==> src/rtl/wb_pkg.sv <==
// Shared definitions for the Wishbone classic master: FSM states and default bus widths.
package wb_pkg;

  typedef enum logic [1:0] {
    IDLE = 2'd0,
    BUS  = 2'd1,
    RESP = 2'd2
  } wb_state_e;

  localparam int WB_ADDR_W = 32;
  localparam int WB_DATA_W = 32;
  localparam int WB_SEL_W  = WB_DATA_W / 8;

endpackage

==> src/rtl/wishbone_master.sv <==
// Wishbone classic single-cycle initiator with a valid/ready command port and a one-cycle response strobe.
// Optional bus-wait timeout is enabled by defining WB_MASTER_TIMEOUT_EN.
module wishbone_master
  import wb_pkg::*;
#(
  parameter int ADDR_W  = WB_ADDR_W,
  parameter int DATA_W  = WB_DATA_W,
  parameter int TIMEOUT = 255
) (
  input  logic                  clk_i,
  input  logic                  rst_i,
  input  logic                  cmd_valid_i,
  output logic                  cmd_ready_o,
  input  logic                  cmd_we_i,
  input  logic [ADDR_W-1:0]     cmd_adr_i,
  input  logic [DATA_W-1:0]     cmd_dat_i,
  input  logic [DATA_W/8-1:0]   cmd_sel_i,
  output logic                  rsp_valid_o,
  output logic [DATA_W-1:0]     rsp_dat_o,
  output logic                  rsp_err_o,
  output logic [ADDR_W-1:0]     adr_o,
  output logic [DATA_W-1:0]     dat_o,
  input  logic [DATA_W-1:0]     dat_i,
  output logic                  we_o,
  output logic [DATA_W/8-1:0]   sel_o,
  output logic                  stb_o,
  output logic                  cyc_o,
  input  logic                  ack_i,
  input  logic                  err_i
);

  if ((DATA_W % 8) != 0) begin : g_bad_data_w
    $error("DATA_W must be a multiple of 8");
  end
  if (TIMEOUT < 1) begin : g_bad_timeout
    $error("TIMEOUT must be at least 1");
  end

  wb_state_e             state_q, state_d;
  logic                  cyc_q, cyc_d;
  logic                  we_q, we_d;
  logic [ADDR_W-1:0]     adr_q, adr_d;
  logic [DATA_W-1:0]     dat_q, dat_d;
  logic [DATA_W/8-1:0]   sel_q, sel_d;
  logic [DATA_W-1:0]     rsp_dat_q, rsp_dat_d;
  logic                  rsp_err_q, rsp_err_d;

`ifdef WB_MASTER_TIMEOUT_EN
  localparam int CNT_W = $clog2(TIMEOUT + 1);
  logic [CNT_W-1:0]      tmo_cnt_q, tmo_cnt_d;
`endif

  always_comb begin
    state_d   = state_q;
    cyc_d     = cyc_q;
    we_d      = we_q;
    adr_d     = adr_q;
    dat_d     = dat_q;
    sel_d     = sel_q;
    rsp_dat_d = rsp_dat_q;
    rsp_err_d = rsp_err_q;
`ifdef WB_MASTER_TIMEOUT_EN
    tmo_cnt_d = tmo_cnt_q;
`endif

    case (state_q)
      IDLE: begin
        if (cmd_valid_i) begin
          we_d    = cmd_we_i;
          adr_d   = cmd_adr_i;
          dat_d   = cmd_dat_i;
          sel_d   = cmd_sel_i;
          cyc_d   = 1'b1;
          state_d = BUS;
`ifdef WB_MASTER_TIMEOUT_EN
          tmo_cnt_d = '0;
`endif
        end
      end

      BUS: begin
        // err_i wins over a simultaneous ack_i; any termination beats timeout expiry
        if (err_i) begin
          rsp_dat_d = '0;
          rsp_err_d = 1'b1;
          cyc_d     = 1'b0;
          state_d   = RESP;
        end else if (ack_i) begin
          rsp_dat_d = we_q ? '0 : dat_i;
          rsp_err_d = 1'b0;
          cyc_d     = 1'b0;
          state_d   = RESP;
        end
`ifdef WB_MASTER_TIMEOUT_EN
        else begin
          tmo_cnt_d = tmo_cnt_q + CNT_W'(1);
          if (tmo_cnt_d == CNT_W'(TIMEOUT)) begin
            rsp_dat_d = '0;
            rsp_err_d = 1'b1;
            cyc_d     = 1'b0;
            state_d   = RESP;
          end
        end
`endif
      end

      RESP: begin
        state_d = IDLE;
      end

      default: begin
        state_d = IDLE;
        cyc_d   = 1'b0;
      end
    endcase
  end

  always_ff @(posedge clk_i) begin
    if (rst_i) begin
      state_q   <= IDLE;
      cyc_q     <= 1'b0;
      we_q      <= 1'b0;
      adr_q     <= '0;
      dat_q     <= '0;
      sel_q     <= '0;
      rsp_dat_q <= '0;
      rsp_err_q <= 1'b0;
`ifdef WB_MASTER_TIMEOUT_EN
      tmo_cnt_q <= '0;
`endif
    end else begin
      state_q   <= state_d;
      cyc_q     <= cyc_d;
      we_q      <= we_d;
      adr_q     <= adr_d;
      dat_q     <= dat_d;
      sel_q     <= sel_d;
      rsp_dat_q <= rsp_dat_d;
      rsp_err_q <= rsp_err_d;
`ifdef WB_MASTER_TIMEOUT_EN
      tmo_cnt_q <= tmo_cnt_d;
`endif
    end
  end

  assign cmd_ready_o = (state_q == IDLE);
  assign rsp_valid_o = (state_q == RESP);
  assign rsp_dat_o   = rsp_dat_q;
  assign rsp_err_o   = rsp_err_q;
  assign adr_o       = adr_q;
  assign dat_o       = dat_q;
  assign we_o        = we_q;
  assign sel_o       = sel_q;
  assign cyc_o       = cyc_q;
  assign stb_o       = cyc_q;

endmodule
==> config.mk <==
export PLATFORM = sky130hd
export DESIGN_NAME = wishbone_master
export DESIGN_NICKNAME = d
export VERILOG_FILES = /design/src/rtl/wb_pkg.sv /design/src/rtl/wishbone_master.sv
export SDC_FILE = /design/constraint.sdc
export NUM_CORES = 1
export LEC_CHECK = 0
export BUFFER_PORTS_ARGS = -buffer_cell sky130_fd_sc_hd__buf_2
export CORE_MARGIN = 2
export CORE_UTILIZATION = 35
export DETAILED_ROUTE_END_ITERATION = 12
export PLACE_DENSITY = 0.72
export SYNTH_ARGS = -nofsm -noshare
export SYNTH_HDL_FRONTEND = slang
export SYNTH_SLANG_ARGS = --single-unit
==> constraint.sdc <==
create_clock -name clk_i -period 3 [get_ports clk_i]
set_input_delay 0.45 -clock clk_i [delete_from_list [all_inputs] [get_ports clk_i]]
set_output_delay 0.45 -clock clk_i [all_outputs]
set_load 0.05 [all_outputs]
==> summary.md <==
| Metric | Value |
|---|---|
| Status | finished, final reports clean |
| Slew margin rel. | 0.407 |
| Overflow after GRT | 0 |
| Post-route ant nets | 0 |
| Initial antenna violation count | 0 |
| Worst-case hold slack | 310 ps |
| Drt pass-1 iters | 4 |
| H-tree depth | 3 |
| CP arrival | 2070 ps |
| Largest net degree at the start of global routing | 91 |
| CP Launch Type | flop |
| Core area | 10700 sq um |
| Pre-CTS WS | 985 ps |
| Static leakage | 2.42 nW |
| Post-DP HPWL | 7.13 mm |
| Unrepaired setup endpoints after global routing | no |
| Synth Warn # | 0 |
| CTS Buffer Depth | 2 |
| Final-stage net count | 729 |
| First DRT Iteration DRCs | 211 |
| Antenna Cells | 0 |
| Std-Cell Rows | 38 |
| Slew @ Worst Pin | 889 ps |
| Chip height | 108 um |
| RD Place Congestion | 0.749 |
| Tot Pwr | 3.04 mW |
| Fin. Hold Viols | 0 |
| WL per Instance | 13.1 um |
| Post-cts resize count | 0 |
| Netlist Area Pre-Place | 3820 sq um |
| Inst Count DP | 752 |
| Die Width | 108 um |
| IO Pins | 212 |
| Clk slew on worst S/H paths | 90 ps |
| Maximum clock rate | 537 MHz |
| Area after DPL | 4890 sq um |
| CP Class | flop to flop |
| CTS buffer count | 9 |
| Post-CTS Setup Bufs | 0 |
| Clk_skew | 10.7 ps |
| Synthesis-to-layout area growth | 33.3% |
| Mean Syn Cell Area | 8.82 sq um |
| Filler cells | 1066 |
| Via count | 3623 |
| Starting Density | 0.355 |
| Root Driver | clkbuf_8 |
| Syn Inst Count | 433 |
| Synth Register Bits | 105 |
| Critical path required time | 3210 ps |
| Design area | 5090 sq um |
| Final cell count without fillers | 765 |
| CTS sink count | 105 |
| Worst vdd ir | 393 uV |
| Max-cap violations | 0 |
| Largest fanout on the critical path | 40 |
| Post-synthesis sequential area ratio | 0.550 |
| Vias in the first global route | 3408 |
| Clk Latency, worst-skew pair | 360 ps |
| Synth cell types | 27 |
| DRC | 0 |
| Fin util | 0.474 |
| HP Class | input pin to flop |
| Final setup fails | 0 |
| PnR worst setup slack | 1140 ps |
| CP Capture Type | flop |
| PD cells | 598 nW/um^2 |
| GR Util All Layers | 0.165 |
| Synthesized net count | 539 |
| IO Port Bufs | 211 |
| Max-slew violation count | 0 |
| Full die area | 11800 sq um |
| Min Tclk post-route | 1860 ps |
| Post-Route WL | 10.0 mm |
| Hold_buf cts | 0 |
| Layout cell share with drive strength beyond 1 | 0.408 |
| Final Cycle Share | 0.621 |
| Vias/cell | 4.74 |
| First-pass GRT wire length | 15.3 mm |
| CTS tree | built |
| Sum Neg Setup Slack | 0 ps |
## sequential cells by signal, indices dropped and copies added (netlist names)
register,cells
adr_o,32
dat_o,32
rsp_dat_o,32
sel_o,4
state_q,2
cyc_o,1
rsp_err_o,1
we_o,1
## worst max-delay path: stages, from the launching register on
cell and delay, ps:
dfxtp_1 400, or3b_2 840, buf_12 310, nand2_1 90, a21oi_1 60
## placed cells by master, fill, tap and decap left out, types with 2 or more instances in the layout
cell	n
clkbuf_8	10
buf_4	4
nand4_1	16
a21oi_1	71
nand2_2	10
nand2b_1	16
bufinv_16	2
nor2_1	3
buf_2	211
o21ai_0	6
a22o_1	16
dfxtp_1	105
nand2_1	129
o21ai_2	10
nor2b_1	3
## per-layer routing
layer | global-route usage | vias up | part of all wire
met5 | 0 | - | 0
met4 | 0.0824 | 0 | 0.021
met3 | 0.0476 | 16 | 0.080
met2 | 0.276 | 141 | 0.48
met1 | 0.191 | 1650 | 0.42
li1 | - | 1816 | -
## layout make-up
type                       instances  area [sq um]  area share
sequential                       105          2100       0.413
multi-input combinational        291          1500       0.295
timing repair buffer             216          1110       0.217
tap                              140           175      0.0344
clock buffer                      10           138      0.0270
clock inverter                     3          67.6      0.0133
## where the power goes
group	total [mW]	internal (mW)	switching, mW
sequential	1.51	1.46	0.0403
clock	0.931	0.480	0.452
combinational	0.606	0.164	0.442
## kinds of logic after synthesis
logic type	count (synthesis)	share of synthesized area
buffers and inverters	37	0.0576
AOI/OAI and AO/OA	106	0.169
DFF	105	0.550
and+or+nand+nor	184	0.220
muxes	1	0.00262
## synthesized netlist by cell type
| master | count | share of area |
|---|---|---|
| nor3b_2 | 1 | 0.0033 |
| buf_2 | 14 | 0.018 |
| or3b_1 | 1 | 0.0023 |
| a21bo_2 | 1 | 0.0026 |
| and2_4 | 1 | 0.0023 |
| nor3_1 | 1 | 0.0013 |
| buf_1 | 1 | 0.00098 |
| dfxtp_1 | 105 | 0.55 |
| or2_1 | 1 | 0.0016 |
| o21ai_0 | 6 | 0.0079 |
| mux2i_1 | 1 | 0.0026 |
| buf_4 | 5 | 0.0098 |
| nand2_1 | 129 | 0.13 |
| buf_6 | 6 | 0.018 |
| nor3_4 | 1 | 0.0043 |
| a22o_1 | 16 | 0.037 |
| clkbuf_1 | 11 | 0.011 |
| nand2b_1 | 16 | 0.026 |
| nand2_2 | 10 | 0.016 |
| and3_1 | 1 | 0.0016 |
| o31ai_1 | 1 | 0.0020 |
| o21ai_2 | 10 | 0.023 |
| nor2b_1 | 3 | 0.0049 |
| nand4_1 | 16 | 0.026 |
| nor2_1 | 3 | 0.0029 |
| a21oi_4 | 1 | 0.0043 |
| a21oi_1 | 71 | 0.093 |
## final timing paths
path	startpoint	depth (start not counted)	slack (ps)	end
min reg2reg	dat_o[17]	2	460	dat_o[17]
min	dat_i[11]	2	310	rsp_dat_o[11]
max reg2reg	state_q[1]	4	1140	dat_o[24]
max	state_q[1]	4	1140	dat_o[24]
(Power assumes the default switching activity.)
